## config.mk

```make
export PLATFORM = sky130hd
export DESIGN_NAME = register_file
export DESIGN_NICKNAME = d
export VERILOG_FILES = /design/src/rtl/regfile_pkg.sv /design/src/rtl/regfile_read_port.sv /design/src/rtl/register_file.sv
export SDC_FILE = /design/constraint.sdc
export NUM_CORES = 2
export LEC_CHECK = 0
export CORE_ASPECT_RATIO = 0.9
export CORE_MARGIN = 10
export CORE_UTILIZATION = 40
export CTS_BUF_LIST = sky130_fd_sc_hd__clkbuf_8
export DETAILED_ROUTE_END_ITERATION = 16
export GPL_TIMING_DRIVEN = 1
export MAX_ROUTING_LAYER = met4
export PLACE_DENSITY = 0.59
export SLEW_MARGIN = 5
export SYNTH_ARGS = -nofsm -noshare
export SYNTH_HDL_FRONTEND = slang
export SYNTH_SLANG_ARGS = --single-unit
```

## constraint.sdc

```tcl
create_clock -name clk -period 54.9 [get_ports clk]
set_input_delay 10.98 -clock clk [delete_from_list [all_inputs] [get_ports clk]]
set_output_delay 10.98 -clock clk [all_outputs]
set_load 0.05 [all_outputs]
```

## src/rtl/regfile_pkg.sv

```systemverilog
// rtl/regfile_pkg.sv - shared widths, types and constants for the integer register file
package regfile_pkg;

    localparam int XLEN       = 32;
    localparam int NREGS      = 32;
    localparam int REG_ADDR_W = 5;

    typedef logic [REG_ADDR_W-1:0] reg_addr_t;
    typedef logic [XLEN-1:0]       xlen_t;

    // x0 is hardwired to zero; its address is never written and always reads 0
    localparam int REG_ZERO = 0;

endpackage

```

## src/rtl/regfile_read_port.sv

```systemverilog
// rtl/regfile_read_port.sv - one combinational read port: address mux, x0 masking, optional bypass
// Optional feature: REGFILE_BYPASS_EN adds same-cycle write-to-read forwarding.
module regfile_read_port
    import regfile_pkg::*;
#(
    parameter int DATA_WIDTH = XLEN,
    parameter int ADDR_WIDTH = REG_ADDR_W
) (
    input  logic                                       rst,
    input  logic [ADDR_WIDTH-1:0]                      addr,
    input  logic [(2**ADDR_WIDTH)-1:0][DATA_WIDTH-1:0] regs,
`ifdef REGFILE_BYPASS_EN
    input  logic                                       wen,
    input  logic [ADDR_WIDTH-1:0]                      wa,
    input  logic [DATA_WIDTH-1:0]                      wd,
`endif
    output logic [DATA_WIDTH-1:0]                      rdata
);

    always_comb begin
        rdata = regs[addr];
        // Reset and x0 both force zero, so an uninitialised entry can never leak out
        if (rst || (addr == ADDR_WIDTH'(REG_ZERO))) begin
            rdata = '0;
        end
`ifdef REGFILE_BYPASS_EN
        else if (wen && (addr == wa)) begin
            rdata = wd;
        end
`endif
    end

endmodule

```

## src/rtl/register_file.sv

```systemverilog
// rtl/register_file.sv - 32x32 RISC-V integer register file, two async read ports, one sync write port
// Optional feature: REGFILE_BYPASS_EN forwards wd to a read port addressing wa in the same cycle.
module register_file
    import regfile_pkg::*;
#(
    parameter int DATA_WIDTH = XLEN,
    parameter int ADDR_WIDTH = REG_ADDR_W
) (
    input  logic                  clk,
    input  logic                  rst,
    input  logic                  wen,
    input  logic [ADDR_WIDTH-1:0] ra1,
    input  logic [ADDR_WIDTH-1:0] ra2,
    input  logic [ADDR_WIDTH-1:0] wa,
    input  logic [DATA_WIDTH-1:0] wd,
    output logic [DATA_WIDTH-1:0] rd1,
    output logic [DATA_WIDTH-1:0] rd2
);

    localparam int DEPTH = 2 ** ADDR_WIDTH;

    logic [DEPTH-1:0][DATA_WIDTH-1:0] regs;

    // Entry 0 is reloaded with zero every cycle so it reduces to a constant
    always_ff @(posedge clk or posedge rst) begin
        if (rst) begin
            regs <= '0;
        end else begin
            regs[0] <= '0;
            if (wen && (wa != ADDR_WIDTH'(REG_ZERO))) begin
                regs[wa] <= wd;
            end
        end
    end

    regfile_read_port #(
        .DATA_WIDTH (DATA_WIDTH),
        .ADDR_WIDTH (ADDR_WIDTH)
    ) u_read_port1 (
        .rst   (rst),
        .addr  (ra1),
        .regs  (regs),
`ifdef REGFILE_BYPASS_EN
        .wen   (wen),
        .wa    (wa),
        .wd    (wd),
`endif
        .rdata (rd1)
    );

    regfile_read_port #(
        .DATA_WIDTH (DATA_WIDTH),
        .ADDR_WIDTH (ADDR_WIDTH)
    ) u_read_port2 (
        .rst   (rst),
        .addr  (ra2),
        .regs  (regs),
`ifdef REGFILE_BYPASS_EN
        .wen   (wen),
        .wa    (wa),
        .wd    (wd),
`endif
        .rdata (rd2)
    );

endmodule

```

# --- After elaboration in Yosys (flattened, before gate mapping) ---
# Cells that the tools add are included.
totals:
  regBits: 1024
  latchBits: 0
  ramBits: 0
  rom_bits: 0
  inputBits: 50
  word_cells: 53
  memories: 0
op_classes:
  addsub: 0
  multipliers: 0
  div_mod_pow: 0
  magnitude_cmp: 4
  eq_ne: 0
  n_shift: 0
  mux: 10
  bitwise: 0
  reduce_logical: 7
op_table:
  columns: ["cell", "n"]
  rows:
  - ["$bwmux 1024", 1]
  - ["$bmux 32 s5", 2]
  - ["$mux 32", 6]
  - ["$demux 32 s5", 1]
  - ["$lt 5x6->1 const B", 3]
  - ["$logic_not 5->1", 2]
  - ["$ge 5x1->1 const B", 1]
  - ["$reduce_bool 5->1", 1]
  - ["$logic_and 1x1->1", 2]
  - ["$logic_or 1x1->1", 2]

# --- Depth between registers and ports, before layout ---
logic_depth:
  depth_word: 6
  depth_mapped: 8

# --- Modules after synthesis ---
# A second synthesis with hierarchy kept.
hier_totals:
  cells_unflattened: 3929
  area_unflattened_um2: 54817.6
by_module_without_submodules:
  columns: ["mod", "instances", "cells_per_inst", "area_each_um2", "seq_area_each_um2"]
  rows:
  - ["register_file", 1, 2257, 37961.4, 25624.6]
  - ["regfile_read_port", 2, 836, 8428.1, 0.0]

# --- Worst setup path after synthesis ---
# No wires, ideal clock.
synth_path:
  kind: "in2out"
  startpoint: "input rst"
  endpoint: "output rd1[0]"
  arrival_time_ps: 34581
  slack_ps: 9339
  path_stages: 6
  path_buffers: 2
  cell_sequence: "inv_1 and3_1 clkbuf_1 clkbuf_1 nand3_1 nand4_1"
synth_via:
  elab_chain_len: 2
synth_lines:
  columns: ["element", "line_no", "text"]
  rows:
  - ["start, declared", "register_file.sv:10", "input logic rst,"]
  - ["$logic_or 1x1->1", "regfile_read_port.sv:23", "if (rst || (addr == ADDR_WIDTH'(REG_ZERO))) begin"]
  - ["$mux 32", "regfile_read_port.sv:23", null]
  - ["end, declared", "register_file.sv:16", "output logic [DATA_WIDTH-1:0] rd1,"]
# No other way between the ends.

# --- Worst setup path after layout ---
layout_path:
  startpoint: "input ra2[0]"
  endpoint: "output rd2[27]"
layout_via:
  elab_chain_len: 3
  elab_cells_between_ends: 5
  cone_classes: "mux: 3; reduce/logical: 2"
layout_lines:
  columns: ["element", "line_no", "text"]
  rows:
  - ["start, declared", "register_file.sv:13", "input logic [ADDR_WIDTH-1:0] ra2,"]
  - ["$bmux 32 s5 or $logic_not 5->1 (tied branches)", "regfile_read_port.sv:21, regfile_read_port.sv:23", null]
  - ["$mux 32 (implied by the code) or $logic_or 1x1->1 (tied branches)", "regfile_read_port.sv:21, regfile_read_port.sv:23", null]
  - ["$mux 32 *", "regfile_read_port.sv:23", null]
  - ["end, declared", "register_file.sv:17", "output logic [DATA_WIDTH-1:0] rd2"]
# Every way passes the cells marked *; elsewhere a longest branch is shown, timed or not. The select of a mux whose other input is x is not followed.

==> results by group <==
Run status
  – Status: complete, no violations

Placed design
  – I/O Buffers: around 110
  – Routability congestion estimate from global placement: roughly 0.80
  – HPWL Detailed: ~100 mm
  – Post-DP Area: about 0.057 sq mm
  – Placed Instances: 5623

Critical path
  – Worst Path Required: around 44 ns
  – Crit Path Class: input port to primary output
  – Worst R2R Setup Slack: between 50 and 60 ns
  – Worst endpoint data arrival time: around 16 ns
  – R2r startpoint: regs[767]
  – CP Launch Type: input port
  – Critical path origin: ra2[0]
  – Endpoint class of the critical path: primary output
  – Worst reg2reg path depth: 1
  – Crit path max fanout: 35

Power
  – Cell Int Power: 1540 uW
  – Reg power frac: a little under half
  – Clock share of power: 33.7%
  – Pwr/cell area: 35.9 mW/mm^2
  – Comb pwr share: 19.9%
  – Worst vdd ir: about 20 uV
  – Sw power: roughly 640 uW
  – Lkg Pwr: around 0.027 uW
  – Sw Share: 29.4%

Timing
  – Final hold vios: 0
  – WHS: about 0.5 ns
  – TNS Setup: 0 ns
  – Fin crit period: 26.77 ns
  – Achievable Freq: approximately 37 MHz
  – Slew headroom: 14.7%
  – Worst-Margin Slew: ~1.3 ns
  – Slew Limit Fails: 0
  – RSZ-0062 raised after global routing: no
  – Fin crit share: around 50%
  – Worst clock skew: 0 ns
  – # setup viols final: 0

Cells and area
  – Layout cells sized above 1: roughly two fifths
  – Fin area: 0.0605 sq mm
  – Fin cells: around 5.9k
  – Max FFs per register: 1024
  – P&R area growth vs syn: 10.7%
  – Layout Nets: between 4k and 5k
  – Largest Register: regs
  – Most common cell after layout, fill and taps aside: dfrtp_1
  – Commonest non-fill, non-tap cells in the layout: dfrtp_1, mux2_2, mux2i_1
  – Biggest regs: regs: 1024 flops

Floorplanning
  – Die height: approximately 370 microns
  – DIE WIDTH: 410 microns
  – FP Rows: 128
  – Starting Density: 40.3%
  – IO Pins: 114
  – Core footprint: around 0.14 sq mm
  – Die footprint: between 0.15 and 0.2 sq mm

Synthesis
  – Synth Area in Adders: 0%
  – Avg Inst Size Synth: between 10 and 15 sq um
  – Simple-Gate Fraction of Synth Area: 3.50%
  – Area contributors post-synth: dfrtp_1, mux2_2, mux2i_1
  – Post-Synth XOR/XNOR Area: 0%
  – Synth warn: 0
  – Area fraction of the dominant cell type after synthesis: 46.8%
  – Distinct cell type count of the synthesized netlist: 36
  – EDFF count, synth: 0
  – Largest family of logic cells by synthesized area: multiplexers
  – Mapped Cells: around 4.0k
  – Post-synthesis sequential area ratio: 46.8%
  – Synthesis-stage register bit count: just over 1k
  – Mux cell area share after synthesis: roughly 40%
  – Top_reg_cell synth: dfrtp_1
  – Synth area leader: dfrtp_1
  – Post-synthesis cell area: between 0.05 and 0.06 sq mm
  – Asr flop ratio synth: 100%
  – Compound-Gate Fraction of Synth Area: under 10%

Clock network
  – Total clock sinks: between 1k and 1.5k
  – Clock Tree Buf Depth: 3
  – Resize count post-CTS: 0
  – Clk_lat worst skew: ~0.89 ns
  – TritonCTS clock tree: built
  – CTS root buf: clkbuf_8
  – Reg clk slew, reported paths: 0.05 ns
  – Post-CTS Hold Fix Bufs: 0
  – # Post-CTS Setup Buffers: 0
  – Htree depth: 4
  – Number of CTS-inserted buffers: 178

Detailed routing
  – WL per Instance: ~32 microns
  – DRT Wirelength: roughly 190 mm
  – Iter 0 DRT Violations: ~4.3k
  – Antenna viol nets, final: 0
  – Pre-antenna DRT Iters: 6
  – DRC: 0
  – Vias: roughly 38k
  – Vias per cell: around 6.3

GRT
  – Vias in the first global route: 37.4k
  – Initial antenna violation count: 10
  – Remaining Overflow, GRT: 0
  – M2 GR Usage: a little over a third
  – M1 GR Usage: 36.1%
  – Pin count of the biggest net entering global routing: between 100 and 150
  – Global routing's busiest layer: met1
  – All-Layer GR Usage: about a quarter
  – First-pass GRT wire length: ~280 mm
  – Met3 Track Usage GR: between 5 and 6%

Min path
  – WHS Path Cells: 1
  – Min-delay src: regs[668]
  – Worst Hold Class: register to register

Job
  – Max-cap viol count: 0
power groups by stage:
| stage | sequential (uW) | combinational, uW | clock, uW |
|---|---|---|---|
| final | 1010 | 432 | 734 |
| after global routing | 1030 | 464 | 779 |
| after CTS | 1000 | 431 | 745 |
| after detailed placement | 1020 | 430 | 0 |
| after global placement | 1010 | 422 | 0 |
| after floorplan | 986 | 342 | 0 |
cell families (layout without fill, tap and decap cells):
group                  Yosys count  count (layout)
DFF                           1024            1024
muxes                         1801            1801
buffers and inverters          411             505
other                            1              36
AOI/OAI and AO/OA              405             405
and+or+nand+nor                351             351
final timing paths:
kind / to
setup / recovery: rd2[27]
hold / removal: regs[668]
setup reg to reg: regs[767]
hold reg to reg: regs[668]
max in group asynchronous: regs[706]
min in group asynchronous: regs[703]
cell usage after synthesis (2+ instances only):
| cell | number |
|---|---|
| mux2_1 | 47 |
| a21oi_1 | 51 |
| nor2b_1 | 6 |
| nand2_1 | 73 |
| nor2_2 | 2 |
| buf_6 | 52 |
| mux2_2 | 945 |
| mux4_2 | 214 |
| buf_2 | 109 |
| and2_1 | 6 |
| and3_1 | 2 |
| a32oi_1 | 19 |
| buf_4 | 54 |
| nor2_4 | 15 |
| nand4_1 | 66 |
| or2_2 | 2 |
| nor3b_2 | 4 |
| dfrtp_1 | 1024 |
| inv_1 | 3 |
| buf_1 | 18 |
| nor2_1 | 12 |
| a22oi_1 | 333 |
| nor3b_1 | 3 |
| nor3_1 | 3 |
| nand3_1 | 149 |
| clkbuf_1 | 174 |
| nand3b_1 | 4 |
| mux2i_1 | 595 |
worst max-delay path, cell delays in order:
cell and delay (ns):
clkbuf_8 0.38, buf_4 0.71, buf_4 0.70, and2_2 0.62
buf_4 0.63, a22oi_1 0.19, nand3_1 0.14, nand4_1 0.35
clkdlybuf4s50_1 0.84
per-stage QoR:
step | util, % | power, uW | worst slack [ns]
global route | 44.6 | 2270 | 27.92
global placement | 41.9 | 1440 | 28.20
detailed placement | 41.9 | 1450 | 28.11
CTS | 44.6 | 2180 | 28.10
finish | 44.6 | 2180 | 28.13
floorplan | - | 1330 | 9.34
area by class of cell:
| type | instances | area [sq um] |
|---|---|---|
| well taps | 1820 | 2280 |
| diodes | 4 | 10.0 |
| multi-input cells | 2589 | 27200 |
| fillers | 12300 | 75100 |
| repair buffers | 187 | 1710 |
| inverters | 3 | 18.8 |
| clock inverters | 68 | 334 |
| flip-flops and latches | 1024 | 25600 |
| clock buffers | 247 | 3400 |
layer usage:
layer | routed length, microns | vias to the layer above
met5 | 0 | -
met4 | 6360 | 0
met3 | 15900 | 394
met2 | 83100 | 1781
met1 | 87400 | 20200
li1 | - | 15200
(Power assumes the default switching activity.)
